**src/rtl/setup_menu_n.sv**
```systemverilog
// rtl/setup_menu_n.sv - password-guarded configuration menu with shadow copy and atomic commit
// Edits land in a shadow copy; committed registers change only on the edge that enters SAVE.
module setup_menu_n #(
   parameter int N_USERS     = 4,
   parameter int MIN_PW      = 4,
   parameter int MAX_PW      = 12,
   parameter int T_MIN       = 5,
   parameter int T_MAX       = 60,
   parameter int MAX_FAILS   = 3,
   parameter int TIMEOUT_CYC = 50_000_000
) (
   input  logic                   clk,
   input  logic                   rst,
   input  logic                   setup_on,
   input  logic [79:0]            digitos_value,
   input  logic                   digitos_valid,
   output logic                   display_en,
   output logic [23:0]            bcd_pac,
   output logic                   bip_status,
   output logic [6:0]             bip_time,
   output logic [6:0]             tranca_aut_time,
   output logic [79:0]            senha_master,
   output logic [N_USERS*80-1:0]  senha_users,
   output logic                   data_setup_ok,
   output logic                   data_setup_abort
);
   localparam int TW = $clog2(TIMEOUT_CYC + 1);
   localparam int FW = $clog2(MAX_FAILS + 1);
   localparam int UW = (N_USERS > 1) ? $clog2(N_USERS) : 1;
   localparam logic [79:0] ALL_E      = {20{4'hE}};
   localparam logic [79:0] ALL_F      = {20{4'hF}};
   localparam logic [79:0] ALL_B      = {20{4'hB}};
   localparam logic [79:0] RST_MASTER = {{16{4'hF}}, 16'h1234};

   typedef enum logic [3:0] {
      S_IDLE, S_AUTH, S_BIP_EN, S_BIP_TIME, S_TRC_TIME, S_MASTER, S_USER, S_SAVE, S_ABORT
   } state_t;

   state_t                state_q, state_d;
   logic [UW-1:0]         user_q, user_d;
   logic [FW-1:0]         fails_q, fails_d;
   logic                  err_q, err_d;
   logic [TW-1:0]         timer_q, timer_d;
   logic                  sh_bip_status_q, sh_bip_status_d;
   logic [6:0]            sh_bip_time_q, sh_bip_time_d;
   logic [6:0]            sh_trc_time_q, sh_trc_time_d;
   logic [79:0]           sh_master_q, sh_master_d;
   logic [N_USERS*80-1:0] sh_users_q, sh_users_d;
   logic                  cm_bip_status_q;
   logic [6:0]            cm_bip_time_q, cm_trc_time_q;
   logic [79:0]           cm_master_q;
   logic [N_USERS*80-1:0] cm_users_q;
   logic                  commit;

   logic       entry, is_skip, is_save, active;
   logic [3:0] d0, d1, d0_v, d1_v;
   logic       time_bad;
   logic [6:0] time_raw, time_val;
   logic [4:0] pw_len;
   logic       pw_run, pw_gap, pw_ok;
   logic [79:0] pw_val;

   assign entry   = digitos_valid && (digitos_value != ALL_E);
   assign is_skip = (digitos_value == ALL_F);
   assign is_save = (digitos_value == ALL_B);
   assign d0      = digitos_value[3:0];
   assign d1      = digitos_value[7:4];
   assign active  = state_q inside {S_AUTH, S_BIP_EN, S_BIP_TIME, S_TRC_TIME, S_MASTER, S_USER};

   // F digits read as 0; any other non-decimal digit makes the time entry invalid
   always_comb begin
      d0_v     = (d0 == 4'hF) ? 4'd0 : d0;
      d1_v     = (d1 == 4'hF) ? 4'd0 : d1;
      time_bad = (d0 != 4'hF && d0 > 4'd9) || (d1 != 4'hF && d1 > 4'd9);
      time_raw = 7'(d1_v) * 7'd10 + 7'(d0_v);
      if (time_raw < 7'(T_MIN))
         time_val = 7'(T_MIN);
      else if (time_raw > 7'(T_MAX))
         time_val = 7'(T_MAX);
      else
         time_val = time_raw;
   end

   // Password length is the run of non-F digits from digit[0]; a later non-F is a gap
   always_comb begin
      pw_len = 5'd0;
      pw_run = 1'b1;
      pw_gap = 1'b0;
      pw_val = ALL_F;
      for (int i = 0; i < 20; i++) begin
         if (digitos_value[4*i +: 4] == 4'hF) begin
            pw_run = 1'b0;
         end else if (pw_run) begin
            pw_len = pw_len + 5'd1;
            if (i < MAX_PW)
               pw_val[4*i +: 4] = digitos_value[4*i +: 4];
         end else begin
            pw_gap = 1'b1;
         end
      end
      pw_ok = !pw_gap && (pw_len >= 5'(MIN_PW)) && (pw_len <= 5'(MAX_PW));
   end

   always_ff @(posedge clk) begin
      if (rst) begin
         state_q         <= S_IDLE;
         user_q          <= '0;
         fails_q         <= '0;
         err_q           <= 1'b0;
         timer_q         <= '0;
         sh_bip_status_q <= 1'b1;
         sh_bip_time_q   <= 7'd5;
         sh_trc_time_q   <= 7'd5;
         sh_master_q     <= RST_MASTER;
         sh_users_q      <= '1;
         cm_bip_status_q <= 1'b1;
         cm_bip_time_q   <= 7'd5;
         cm_trc_time_q   <= 7'd5;
         cm_master_q     <= RST_MASTER;
         cm_users_q      <= '1;
      end else begin
         state_q         <= state_d;
         user_q          <= user_d;
         fails_q         <= fails_d;
         err_q           <= err_d;
         timer_q         <= timer_d;
         sh_bip_status_q <= sh_bip_status_d;
         sh_bip_time_q   <= sh_bip_time_d;
         sh_trc_time_q   <= sh_trc_time_d;
         sh_master_q     <= sh_master_d;
         sh_users_q      <= sh_users_d;
         if (commit) begin
            cm_bip_status_q <= sh_bip_status_d;
            cm_bip_time_q   <= sh_bip_time_d;
            cm_trc_time_q   <= sh_trc_time_d;
            cm_master_q     <= sh_master_d;
            cm_users_q      <= sh_users_d;
         end
      end
   end

   always_comb begin
      state_d         = state_q;
      user_d          = user_q;
      fails_d         = fails_q;
      err_d           = err_q;
      sh_bip_status_d = sh_bip_status_q;
      sh_bip_time_d   = sh_bip_time_q;
      sh_trc_time_d   = sh_trc_time_q;
      sh_master_d     = sh_master_q;
      sh_users_d      = sh_users_q;

      if (state_q == S_IDLE || digitos_valid)
         timer_d = '0;
      else
         timer_d = timer_q + TW'(1);

      case (state_q)
         S_IDLE: begin
            if (setup_on) begin
               state_d         = S_AUTH;
               user_d          = '0;
               fails_d         = '0;
               err_d           = 1'b0;
               sh_bip_status_d = cm_bip_status_q;
               sh_bip_time_d   = cm_bip_time_q;
               sh_trc_time_d   = cm_trc_time_q;
               sh_master_d     = cm_master_q;
               sh_users_d      = cm_users_q;
            end
         end
         S_SAVE, S_ABORT: state_d = S_IDLE;
         default: ;
      endcase

      if (active) begin
         if (!setup_on) begin
            state_d = S_ABORT;
         end else if (entry) begin
            if (state_q == S_AUTH) begin
               if (is_save) begin
                  state_d = S_ABORT;
               end else if (digitos_value == cm_master_q) begin
                  state_d = S_BIP_EN;
                  err_d   = 1'b0;
               end else begin
                  err_d   = 1'b1;
                  fails_d = fails_q + FW'(1);
                  if (fails_q == FW'(MAX_FAILS - 1))
                     state_d = S_ABORT;
               end
            end else if (is_save) begin
               state_d = S_SAVE;
            end else begin
               err_d = 1'b0;
               case (state_q)
                  S_BIP_EN: begin
                     if (!is_skip && d0 > 4'd1)
                        err_d = 1'b1;
                     else begin
                        if (!is_skip) sh_bip_status_d = d0[0];
                        state_d = S_BIP_TIME;
                     end
                  end
                  S_BIP_TIME: begin
                     if (!is_skip && time_bad)
                        err_d = 1'b1;
                     else begin
                        if (!is_skip) sh_bip_time_d = time_val;
                        state_d = S_TRC_TIME;
                     end
                  end
                  S_TRC_TIME: begin
                     if (!is_skip && time_bad)
                        err_d = 1'b1;
                     else begin
                        if (!is_skip) sh_trc_time_d = time_val;
                        state_d = S_MASTER;
                     end
                  end
                  S_MASTER: begin
                     if (!is_skip && !pw_ok)
                        err_d = 1'b1;
                     else begin
                        if (!is_skip) sh_master_d = pw_val;
                        state_d = S_USER;
                        user_d  = '0;
                     end
                  end
                  S_USER: begin
                     if (!is_skip && !pw_ok)
                        err_d = 1'b1;
                     else begin
                        if (!is_skip) sh_users_d[int'(user_q)*80 +: 80] = pw_val;
                        if (user_q == UW'(N_USERS - 1))
                           state_d = S_SAVE;
                        else
                           user_d = user_q + UW'(1);
                     end
                  end
                  default: ;
               endcase
            end
         end else if (!digitos_valid && timer_q == TW'(TIMEOUT_CYC - 1)) begin
            state_d = S_ABORT;
         end
      end

      commit = (state_d == S_SAVE) && (state_q != S_SAVE);
   end

   always_comb begin
      bcd_pac          = '1;
      display_en       = (state_q != S_IDLE);
      data_setup_ok    = (state_q == S_SAVE);
      data_setup_abort = (state_q == S_ABORT);
      if (state_q != S_IDLE)
         bcd_pac[19:16] = err_q ? 4'hE : 4'hF;
      case (state_q)
         S_AUTH:     bcd_pac[23:20] = 4'hA;
         S_BIP_EN: begin
            bcd_pac[23:20] = 4'h1;
            bcd_pac[3:0]   = {3'b000, sh_bip_status_q};
         end
         S_BIP_TIME: begin
            bcd_pac[23:20] = 4'h2;
            bcd_pac[7:0]   = {4'(sh_bip_time_q / 7'd10), 4'(sh_bip_time_q % 7'd10)};
         end
         S_TRC_TIME: begin
            bcd_pac[23:20] = 4'h3;
            bcd_pac[7:0]   = {4'(sh_trc_time_q / 7'd10), 4'(sh_trc_time_q % 7'd10)};
         end
         S_MASTER:   bcd_pac[23:20] = 4'h4;
         S_USER:     bcd_pac[23:20] = 4'd5 + 4'(user_q);
         default: ;
      endcase
   end

   assign bip_status      = cm_bip_status_q;
   assign bip_time        = cm_bip_time_q;
   assign tranca_aut_time = cm_trc_time_q;
   assign senha_master    = cm_master_q;
   assign senha_users     = cm_users_q;

endmodule

```
**config.mk**
```make
export PLATFORM = sky130hd
export DESIGN_NAME = setup_menu_n
export DESIGN_NICKNAME = d
export VERILOG_FILES = /design/src/rtl/setup_menu_n.sv
export SDC_FILE = /design/constraint.sdc
export NUM_CORES = 2
export LEC_CHECK = 0
export CAP_MARGIN = 20
export CORE_UTILIZATION = 50
export DETAILED_ROUTE_END_ITERATION = 7
export PLACE_DENSITY = 0.71
export SYNTH_ARGS = -nofsm -noshare
export SYNTH_HDL_FRONTEND = slang
export SYNTH_SLANG_ARGS = --single-unit
```
**constraint.sdc**
```tcl
create_clock -name clk -period 18.5 [get_ports clk]
set_input_delay 3.7 -clock clk [delete_from_list [all_inputs] [get_ports clk]]
set_output_delay 3.7 -clock clk [all_outputs]
set_load 0.05 [all_outputs]
```
-- Word level (Yosys, flattened, before mapping)
Cells that the tools add are included.
Widths: inputs -> output; s select.
- $add $sub $neg: 25
- $mul: 2
- divide/modulo/power cells: 4
- $lt $le $gt $ge: 7
- eq/ne operators: 39
- shifts and indexed selects: 2
- mux-type cells: 229
- reduce and logical (&&, ||, !) cells: 23
- operators with widths (operator ; number):
    $mux 320 ; 10
    $mux 80 ; 10
    $bwmux 320 ; 1
    $shift 80x33->320 const A ; 1
    $shiftx 80x33->320 ; 1
    $mux 5 ; 38
    $mux 4 ; 41
    $eq 80x80->1 const B ; 2
    $mux 7 ; 22
    $add 5x1->5 const B ; 19
    $eq 4x4->1 const B ; 21
    $mux 1 ; 82
    $eq 80x80->1 ; 1
    $ne 80x80->1 const B ; 1
    $mux 2 ; 18
    $neg 9->33 ; 1
    $add 26x1->26 const B ; 1
    $eq 26x26->1 const B ; 1
    $pmux 4 s6 ; 1
    $eq 4x3->1 const B ; 5
    $pmux 4 s5 ; 1
    $pmux 4 s2 ; 2
    $div 7x4->7 const B ; 2
    $mod 7x4->7 const B ; 2
    26 further kinds ; 47
- register bits after elaboration: 865
- input bits: 84
- output and inout bits: 442

-- Depth between registers and ports, before layout
- word-level depth: 73
- depth in mapped cells: 73
- gate-level depth less buffers: 65

-- Worst setup path before layout
No wires, ideal clock.
- path type: input to register
- from: input port digitos_value[5]
- to: register cm_users_q[201] (netlist: senha_users[201])
- setup time: 0.121 ns
- arrival: 15.329 ns
- required time: 18.379 ns
- setup slack: 3.050 ns
- stages on the path: 69
- path buffers: 6
- cell sequence: clkbuf_1 nand4_1 buf_2 nand2_1 clkbuf_1 a21oi_1 ha_1 nand2_1 a31oi_1 ha_1 nand2_1 nand2_1 ha_1 nand2_1 a31oi_1 ha_1 a21oi_1 o21a_1 (+33 left out) ha_1 nand2_1 a21oi_1 ha_1 mux2i_1 o22ai_1 ha_1 nand2_1 o32a_1 o221ai_1 o31ai_4 xnor2_1 o211ai_2 o211ai_2 buf_4 buf_6 buf_2 mux2_2
- word-level cells in the longest chain between the ends: 70
- RTL lines (element ; line ; RTL):
    from (decl) ; 15 ; input logic [79:0] digitos_value,
    $eq 4x4->1 ; 91 ; if (digitos_value[4*i +: 4] == 4'hF) begin
    $mux 5 ; 91 ;
    $add 5x1->5 ; 94 ; pw_len = pw_len + 5'd1;
    $mux 5 ; 93 ; end else if (pw_run) begin
    $mux 5 ; 91 ;
    $add 5x1->5 ; 94 ;
    $mux 5 ; 93 ;
    $mux 5 ; 91 ;
    (+54 left out) ; -- ;
    $pmux 4 s5 ; 196 ; case (state_q)
    $mux 4 ; 192 ; end else if (is_save) begin
    $mux 4 ; 180 ; if (state_q == S_AUTH) begin
    $mux 4 ; 179 ; end else if (entry) begin
    $mux 4 ; 177 ; if (!setup_on) begin
    $mux 4 ; 176 ; if (active) begin
    $eq 4x3->1 ; 249 ; commit = (state_d == S_SAVE) && (state_q != S_SAVE);
    $logic_and 1x1->1 ; 249 ;
    to (signal assigned) ; 137 ; cm_users_q <= sh_users_d;
    to (decl) ; 52 ; logic [N_USERS*80-1:0] cm_users_q;
Parallel ways exist; a longest one is shown, timed or not.
A chain may end at the register's enable or synchronous reset.

-- Worst setup path after layout
- from: input port digitos_value[7]
- to: register cm_users_q[93] (netlist: senha_users[93])
Same word-level chain as after synthesis.

==> flow_summary.json <==
{
  "yosysTopAreaCell": "dfxtp_1",
  "finalCriticalPeriod_ns": 17.42,
  "ys.flop_type": "dfxtp_1",
  "clockRootBuffer": "clkbuf_16",
  "relSlewSlack": 0.1684,
  "initial_utilization": 0.5087,
  "synthTopCellsByCount": "dfxtp_1, o21ai_0, nor2_1",
  "fin_skew_ns": 0.04466,
  "powerDensity_nw_per_um2": 89.93,
  "synth_xor_xnor_area_share": 0.02836,
  "synth-simple-area-share": 0.2019,
  "netlist_area_um2": 42040,
  "tritoncts": "yes",
  "io_pins": 526,
  "fin_crit_sh": 0.9414,
  "max_freq_mhz": 57.42,
  "rows": 105,
  "synth_area_per_cell_um2": 7.430,
  "rsz0062_at_grt": "no",
  "dp_hpwl_um": 102300,
  "grt_pass1_vias": 37570,
  "ant_nets": 0,
  "startpoint_type": "input pin",
  "status": "finished, final reports clean",
  "tns_ns": 0,
  "htreeDepth": 3,
  "finalWirelength_um": 150400,
  "crit_path_frequent_cell": "ha_1",
  "first_pass_iters": 6,
  "yosysMostFrequentCell": "dfxtp_1",
  "grt_max_degree": 170,
  "synthAdderAreaFrac": 0.01161,
  "path_class": "input pin to register",
  "synthArstFlopShare": 0,
  "synth_edf_count": 0,
  "hp-start": "timer_q[0]",
  "hold_slack_ns": 0.4590,
  "synth_top_area_share": 0.4119,
  "antenna_found_initial": 6,
  "drive_gt1_frac": 0.06448,
  "synth_cells": 5658,
  "cp-end-kind": "register",
  "yosysUniqueCellTypes": 84,
  "die_w_um": 292.0,
  "area_growth_syn_to_layout_pct": 20.83,
  "path_clk_slew_ns": 0.06,
  "ys_seq_area_frac": 0.4119,
  "core_um2": 82640,
  "setup_violations": 0,
  "synth_mux_area_frac": 0.02101,
  "placed_area_um2": 47560,
  "tightest_slew_ns": 1.234,
  "num_vias": 41730,
  "synth_top_family_by_area": "compound AO/OA/AOI/OAI gates",
  "vias_per_cell": 5.927,
  "post_drt_wl_per_cell_um": 21.37,
  "overflow": 0,
  "r2r-end": "senha_users[38]",
  "synthTopCellsByArea": "dfxtp_1, o21ai_0, nor2_1",
  "grt_usage": 0.3386,
  "clkLatencyLatePin_ns": 0.68,
  "cp_max_fo": 25,
  "synth_compound_area_frac": 0.2460,
  "crit_path_max_incr_delay_ns": 0.76,
  "hold_viol_final": 0,
  "die_h_um": 292.0,
  "cp_slowest_cell": "clkdlybuf4s50_1",
  "rr_worst_depth": 9,
  "arrival_ns": 17.94,
  "hold_path.class": "register to register",
  "n_antenna_cell": 0,
  "slew_viol_final": 0,
  "numCtsBuffers": 93,
  "holdPathStages": 1,
  "yosysWarningCount": 0,
  "grt_pass1_wl_um": 226800,
  "routabilityCongestion": 0.9973,
  "hold_path_end": "timer_q[0]",
  "io_buffers": 514,
  "peakVddDrop_uv": 74.64,
  "maxCapViolations": 0,
  "drt_iter0_markers": 4657,
  "cts_buffer_depth": 3,
  "rrSetupSlack_ns": 13.76,
  "rr_startpoint": "user_q[0]",
  "synth-seq-cells": 865,
  "drc": 0,
  "power.leakage_nw": 19.21,
  "die_area_um2": 85240,
  "cts.sinks": 865,
  "design_area_um2": 50790,
  "nets": 6017,
  "cts_hold_buf": 0,
  "crit_required_ns": 19.03
}
## through the flow
stage	utilization	std cells	setup WS [ns]	power (W)
3_5_place_dp	0.5756	6867	0.6617	0.002663
4_1_cts	0.6140	7037	1.293	0.004568
3_3_place_gp	0.5756	6867	1.246	0.002655
2_1_floorplan	-	5668	3.050	0.002470
6_report	0.6147	7041	1.083	0.004568
5_1_grt	0.6147	7041	0.01607	0.004734
## worst max-delay path by stage
| stage | slack [ns] | to | cells past startpoint | startpoint |
|---|---|---|---|---|
| 6_report | 1.08 | senha_users[93] | 66 | digitos_value[7] |
| 5_1_grt | 0.02 | senha_users[124] | 66 | digitos_value[7] |
| 4_1_cts | 1.29 | senha_users[95] | 67 | digitos_value[7] |
| 3_5_place_dp | 0.66 | senha_users[243] | 66 | digitos_value[7] |
| 3_3_place_gp | 1.25 | senha_users[202] | 66 | digitos_value[7] |
| 2_1_floorplan | 3.05 | senha_users[201] | 69 | digitos_value[5] |
## area by class of cell
cell class | instances | area, um^2
well taps | 1070 | 1339
clock buffers | 130 | 2658
repair buffers | 618 | 6113
clock inverters | 40 | 515.5
multi-input cells | 3967 | 21530
flip-flops and latches | 865 | 17320
inverters | 351 | 1318
fillers | 7533 | 31840
## state kept, by name, indices dropped and copies added, names as in the netlist
signal,count
senha_users,320
sh_users_q,320
senha_master,80
sh_master_q,80
timer_q,26
bip_time,7
sh_bip_time_q,7
sh_trc_time_q,7
tranca_aut_time,7
state_q,4
fails_q,2
user_q,2
bip_status,1
err_q,1
sh_bip_status_q,1
## worst max-delay path: cells and delay by family
| family | cells | cell delay, ns |
|---|---|---|
| multiplexers | 2 | 0.34 |
| AO/OA/AOI/OAI | 23 | 4.54 |
| adder cells (fa/ha/maj) | 16 | 4.90 |
| AND/OR/NAND/NOR | 19 | 2.66 |
| XOR/XNOR | 1 | 0.19 |
| buffers and inverters | 5 | 1.57 |
## cells in the final DEF, fill, tap and decap left out, types with 23 or more instances in the layout
master | netlist | layout
nor3_1 | 100 | 97
a31oi_1 | 38 | 36
buf_4 | 22 | 87
nand2_1 | 614 | 613
ha_1 | 35 | 32
o21a_1 | 53 | 53
nand2b_1 | 24 | 24
a211oi_1 | 51 | 51
o21ai_0 | 690 | 690
xnor2_1 | 74 | 73
nor2_1 | 660 | 660
dfxtp_1 | 865 | 864
nor4_1 | 29 | 29
or2_2 | 62 | 62
a311o_1 | 23 | 23
nand4_1 | 62 | 62
nor2b_1 | 44 | 44
nand3_1 | 103 | 103
a21o_1 | 43 | 43
a21oi_1 | 452 | 451
xor2_1 | 52 | 52
mux2i_1 | 50 | 50
o32a_1 | 33 | 33
o21ai_1 | 325 | 325
mux2_2 | 34 | 34
clkbuf_16 | 0 | 94
clkdlybuf4s50_1 | 0 | 513
inv_1 | 350 | 350
and3_1 | 51 | 50
## timing repair
| item | CTS | global route |
|---|---|---|
| buffers inserted | 0 | 0 |
| setup endpoints to repair | 0 | 41 |
| gates resized for setup | 0 | 1 |
## power by group
| part | internal (W) | switching [W] | leakage (nW) |
|---|---|---|---|
| clock | 0.00112 | 0.000797 | 1.57 |
| combinational | 0.000250 | 0.000487 | 10.6 |
| sequential | 0.00190 | 0.0000133 | 7.03 |
## logic make-up (layout without fill, tap and decap cells)
group                      after synthesis  in the layout
muxes                                   84             84
other                                    1             11
xor gates and xnor gates               130            130
AOI/OAI and AO/OA                     1836           1836
buffers and inverters                  836           1139
adders and majority gates               38             38
and+or+nand+nor                       1868           1868
DFF                                    865            865
## routing by layer
metal / routed length [um] / GRT usage / up-vias
met5: 49 / 0 / -
met4: 8179 / 0.1675 / 8
met3: 14230 / 0.08487 / 402
met2: 67470 / 0.5291 / 1820
met1: 60510 / 0.4337 / 19730
li1: - / - / 19770
Power figures use the tool's default switching activity.
